`src/rtl/addsub_op_sequencer.sv`:
```
// Front-end sequencer for a combinational W-bit adder-subtractor: accepts a request,
// holds operands for SETTLE cycles, captures sum/carry and returns flagged results.
module addsub_op_sequencer #(
  parameter int W      = 4,
  parameter int SETTLE = 1
) (
  input  logic         clk,
  input  logic         rst_n,
  input  logic         in_valid,
  output logic         in_ready,
  input  logic [W-1:0] in_a,
  input  logic [W-1:0] in_b,
  input  logic         in_sub,
  input  logic         in_acc,
  output logic [W-1:0] as_a,
  output logic [W-1:0] as_b,
  output logic         as_cin,
  input  logic [W-1:0] as_sum,
  input  logic         as_cout,
  output logic         out_valid,
  input  logic         out_ready,
  output logic [W-1:0] out_result,
  output logic         out_cout,
  output logic         out_ovf,
  output logic         out_zero
);

  typedef enum logic [1:0] {
    IDLE = 2'd0,
    EXEC = 2'd1,
    DONE = 2'd2
  } state_t;

  localparam logic [3:0] SETTLE_M1 = 4'(SETTLE - 1);

  state_t         state_r;
  state_t         state_nxt_s;
  logic [3:0]     cnt_r;
  logic [W-1:0]   as_a_r;
  logic [W-1:0]   as_b_r;
  logic           as_cin_r;
  logic [W-1:0]   acc_r;
  logic           out_valid_r;
  logic [W-1:0]   out_result_r;
  logic           out_cout_r;
  logic           out_ovf_r;
  logic           out_zero_r;
  logic           in_ready_s;
  logic           accept_s;
  logic           capture_s;
  logic           retire_s;

  // Signed overflow: operands (after subtract inversion) agree in sign, sum does not.
  function automatic logic ovf_f(input logic [W-1:0] a, input logic [W-1:0] b,
                                 input logic [W-1:0] sum, input logic sub);
    logic [W-1:0] b_eff;
    b_eff = sub ? ~b : b;
    return (a[W-1] == b_eff[W-1]) && (sum[W-1] != a[W-1]);
  endfunction

  assign in_ready   = in_ready_s;
  assign as_a       = as_a_r;
  assign as_b       = as_b_r;
  assign as_cin     = as_cin_r;
  assign out_valid  = out_valid_r;
  assign out_result = out_result_r;
  assign out_cout   = out_cout_r;
  assign out_ovf    = out_ovf_r;
  assign out_zero   = out_zero_r;

  // State register.
  always_ff @(posedge clk or negedge rst_n) begin
    if (!rst_n) begin
      state_r <= IDLE;
    end else begin
      state_r <= state_nxt_s;
    end
  end

  // Next-state and handshake strobes; DONE can retire and accept on one edge.
  always_comb begin
    state_nxt_s = state_r;
    in_ready_s  = 1'b0;
    accept_s    = 1'b0;
    capture_s   = 1'b0;
    retire_s    = 1'b0;
    case (state_r)
      IDLE: begin
        in_ready_s = 1'b1;
        if (in_valid) begin
          accept_s    = 1'b1;
          state_nxt_s = EXEC;
        end else begin
          state_nxt_s = IDLE;
        end
      end
      EXEC: begin
        if (cnt_r == 4'd0) begin
          capture_s   = 1'b1;
          state_nxt_s = DONE;
        end else begin
          state_nxt_s = EXEC;
        end
      end
      DONE: begin
        in_ready_s = out_ready;
        if (out_ready) begin
          retire_s = 1'b1;
          if (in_valid) begin
            accept_s    = 1'b1;
            state_nxt_s = EXEC;
          end else begin
            state_nxt_s = IDLE;
          end
        end else begin
          state_nxt_s = DONE;
        end
      end
      default: begin
        state_nxt_s = IDLE;
      end
    endcase
  end

  // Operand registers and settle counter; operands are sampled only on accept.
  always_ff @(posedge clk or negedge rst_n) begin
    if (!rst_n) begin
      as_a_r   <= {W{1'b0}};
      as_b_r   <= {W{1'b0}};
      as_cin_r <= 1'b0;
      cnt_r    <= 4'd0;
    end else if (accept_s) begin
      as_a_r   <= in_acc ? acc_r : in_a;
      as_b_r   <= in_b;
      as_cin_r <= in_sub;
      cnt_r    <= SETTLE_M1;
    end else if ((state_r == EXEC) && (cnt_r != 4'd0)) begin
      cnt_r <= cnt_r - 4'd1;
    end else begin
      cnt_r <= cnt_r;
    end
  end

  // Result capture, accumulator update and output-valid tracking.
  always_ff @(posedge clk or negedge rst_n) begin
    if (!rst_n) begin
      acc_r        <= {W{1'b0}};
      out_valid_r  <= 1'b0;
      out_result_r <= {W{1'b0}};
      out_cout_r   <= 1'b0;
      out_ovf_r    <= 1'b0;
      out_zero_r   <= 1'b1;
    end else if (capture_s) begin
      acc_r        <= as_sum;
      out_valid_r  <= 1'b1;
      out_result_r <= as_sum;
      out_cout_r   <= as_cout;
      out_ovf_r    <= ovf_f(as_a_r, as_b_r, as_sum, as_cin_r);
      out_zero_r   <= (as_sum == {W{1'b0}});
    end else if (retire_s) begin
      out_valid_r <= 1'b0;
    end else begin
      out_valid_r <= out_valid_r;
    end
  end

endmodule
```
`config.mk`:
```
export PLATFORM = sky130hd
export DESIGN_NAME = addsub_op_sequencer
export DESIGN_NICKNAME = d
export VERILOG_FILES = /design/src/rtl/addsub_op_sequencer.sv
export SDC_FILE = /design/constraint.sdc
export NUM_CORES = 1
export LEC_CHECK = 0
export ABC_CLOCK_PERIOD_IN_PS = 3700
export CAP_MARGIN = 20
export CORE_MARGIN = 2
export CORE_UTILIZATION = 45
export DETAILED_ROUTE_END_ITERATION = 12
export PLACE_DENSITY = 0.79
export SLEW_MARGIN = 0
export SYNTH_ARGS = -nofsm -noshare
export SYNTH_HDL_FRONTEND = slang
export SYNTH_SLANG_ARGS = --single-unit
```
`constraint.sdc`:
```
create_clock -name clk -period 3.7 [get_ports clk]
set_clock_uncertainty 0.15 [all_clocks]
set_input_delay 1.11 -clock clk [delete_from_list [all_inputs] [get_ports clk]]
set_output_delay 1.11 -clock clk [all_outputs]
set_load 0.02 [all_outputs]
```
==> results of run 1 <==
power by group through the flow:
stage,combinational [uW],sequential (uW),clock (uW)
after global routing,787,483,134
final,731,464,116
after floorplan,348,572,0
after CTS,740,467,125
after global placement,723,465,0
after detailed placement,735,472,0
flip-flops by register name, summed over array words and instances (netlist names):
| name | count |
|---|---|
| cnt_r | 4 |
| out_cout | 1 |
| as_b | 4 |
| as_a | 4 |
| as_cin | 1 |
| out_result | 4 |
| out_ovf | 1 |
| out_zero | 1 |
| state_r | 2 |
| out_valid | 1 |
cells in the final DEF (no fill, tap or decap), types with 2 or more instances in the layout:
master,n
mux2_4,5
o21ai_0,7
nand3_1,2
nor3b_4,2
nor2_1,3
dfrtp_1,22
inv_1,4
mux2_2,10
clkdlybuf4s50_1,35
a21oi_1,3
nor2b_1,2
ha_1,2
mux2_1,3
buf_4,2
clkbuf_4,3
final cells by class:
class	instances	area (sq um)
inverter	4	15.01
fill	174	742.0
tap	28	35.03
clock buffer	3	22.52
sequential	23	576.8
timing repair buffer	38	377.9
clock inverter	1	5.005
multi-input combinational	56	501.7
what timing repair did:
item / in CTS / in global routing
endpoints found under the setup margin: 0 / 1
setup buffers: 0 / 0
gates resized for setup: 0 / 1
hold buffers: 0 / 0
stage by stage:
| step | total power (uW) | cell area, sq um | setup WS, ns | utilization |
|---|---|---|---|---|
| after floorplan | 920.1 | 1109 | 1.019 | - |
| after global placement | 1189 | 1504 | 0.05464 | 0.6608 |
| after detailed placement | 1207 | 1504 | 0.03969 | 0.6608 |
| after CTS | 1332 | 1531 | 0.02941 | 0.6729 |
| after global routing | 1404 | 1534 | 0.3873 | 0.6740 |
| final | 1312 | 1534 | 0.4108 | 0.6740 |
cells by family (layout without fill, tap and decap cells):
kind of cell             Yosys count  in the layout  synth area share
AND/OR/NAND/NOR                   21             21            0.1467
flip-flops                        23             23            0.5203
adder cells (fa/ha/maj)            2              2           0.02257
buffers and inverters              5             46           0.02708
multiplexers                      19             19            0.2088
XOR/XNOR                           1              1          0.007902
AO/OA/AOI/OAI                     13             13           0.06659
worst reg2reg max path, cell delays in order, from the launching register on:
cell,delay [ns]
dfrtp_1,0.43
inv_1,0.11
ha_1,0.19
or3b_2,0.50
o21ai_0,0.19
o21ai_0,0.12
worst paths after layout:
| path | cells past startpoint | end | slack, ns |
|---|---|---|---|
| worst max-delay path | 4 | in_ready | 0.41 |
| max in group asynchronous | 2 | out_zero$_DFFE_PN1P_ | 2.15 |
| worst min register to register | 2 | out_zero$_DFFE_PN1P_ | 0.37 |
| worst max register to register | 5 | out_ovf$_DFFE_PN0P_ | 1.90 |
| min in group asynchronous | 2 | cnt_r[2]$_DFFE_PN0P_ | 0.97 |
| worst min-delay path | 2 | out_zero$_DFFE_PN1P_ | 0.37 |
routing by layer:
layer,vias up,routed length (um),global-route usage
li1,379,-,-
met1,401,918,0.2272
met2,24,1068,0.2963
met3,5,129,0.06111
met4,0,27,0.05128
met5,-,0,0
==> run summary, run 1 <==
Max incr delay on CP -> 0.54 ns
Area added between synthesis and finish -> 38.37%
Clock Tree Buf Depth -> 2
Die Wd -> 53.64 um
Final #Nets -> 147
Switching share of power -> 0.3830
Worst endpoint required time -> 2.44 ns
Share of the synthesized area in the top cell type -> 0.4966
Status -> finished clean
Vias -> 809
Critical path's top delay family -> buffers and inverters
Synthesized flop and latch total -> 23
Clk pwr share -> 0.089
Hold violation count in the final report -> 0
Slew @ Worst Pin -> 0.3078 ns
Syn Nets -> 105
Hold_ws -> 0.3693 ns
WS Path Type -> primary input to output pin
CP max stage cell -> clkdlybuf4s50_1
Synth area leaders -> dfrtp_1, mux2_2, mux2_4, nor3b_4, o21ai_0
Setup TNS -> 0 ns
GRT overflow -> 0
Drt drc -> 0
YS warnings -> 0
Sequential area share after synthesis -> 0.5203
DPL Wire Length -> 1593 um
Buffers on Ports -> 36
Initial antenna violation count -> 0
Asr flop ratio synth -> 1.000
Cell Chain, Critical Path -> clkdlybuf4s50_1 > nor2b_4 > nor2_1 > dlymetal6s2s_1
Gpl congestion -> 0.7009
Row Count -> 17
PwrDens -> 855.0 nW/um^2
CTS Sinks -> 23
FF-to-FF Start -> cnt_r[0]$_DFFE_PN0P_
Crit path buffers/inverters -> 2
Main flop type after synthesis -> dfrtp_1
TritonCTS clock tree -> yes
Tcrit/Tclk final -> 0.8890
Crit path max fanout -> 3
Cts bufs inserted -> 3
Post-synthesis instance area -> 1109 sq um
Gate power share -> 0.557
DRT iter0 DRCs -> 10
Worst path arrival time -> 2.03 ns
Post-DR vias/cell -> 5.288
First-pass GRT wire length -> 3691 um
Hold crit path type -> flip-flop to flip-flop
Pre-Repair DR Iteration Count -> 4
VDD IR max -> 0.0006039 V
Max Slew Vio Count -> 0
Placed insts -> 149
Largest net degree at the start of global routing -> 24
Post-synth EDFFs -> 0
Mapped Cells -> 84
Root Buffer Master -> clkbuf_4
Peak Freq -> 0.3040 GHz
DRT antenna net count -> 0
Share of layout cells above drive strength 1 -> 0.2320
Static leakage power -> 0.0006552 uW
Initial core utilization -> 0.4871
RSZ-0062 raised after global routing -> false
Clk slew on worst S/H paths -> 0.12 ns
Largest area contributor in the netlist -> dfrtp_1
Final critical-path required period -> 3.289 ns
Top cells by count, synth -> dfrtp_1, mux2_2, o21ai_0, mux2_4, inv_1
Max-Cap Viols -> 0
Switching Power -> 502.3 uW
Vias in the first global route -> 839
Antenna cell count -> 0
CTS H-tree depth -> 1
WL final -> 2143 um
Ports -> 37
Final setup violation count -> 0
Routed len/inst -> 14.01 um
Yosys cell types -> 31
Relative max-transition margin -> 0.7921
Die area -> 2877 sq um
Most common cell in the netlist -> dfrtp_1
Internal -> 809.2 uW
Avg Cell Area, Syn -> 13.20 sq um
Worst-Skew Late Latency -> 0.31 ns
Worst Setup Start Kind -> primary input
Crit path launch -> out_ready
GRT Total Usage -> 0.1808
Sequential Power Share -> 0.354
Total core area -> 2276 sq um
Crit. End Element -> output pin
Hold_sp -> out_zero$_DFFE_PN1P_
Die Y -> 53.64 um
Non-filler cells in the finished layout -> 153
No activity file was read; power rests on OpenSTA's default activity.
==> inputs of run 2 (changes only) <==
--- a/config.mk
+++ b/config.mk
@@ -10,6 +10,7 @@
 export CORE_MARGIN = 2
 export CORE_UTILIZATION = 45
 export DETAILED_ROUTE_END_ITERATION = 12
+export HOLD_SLACK_MARGIN = 0.1
 export PLACE_DENSITY = 0.79
 export SLEW_MARGIN = 0
 export SYNTH_ARGS = -nofsm -noshare
==> results of run 2 <==
Final layout, timing and power as in run 1 (identical DEF).
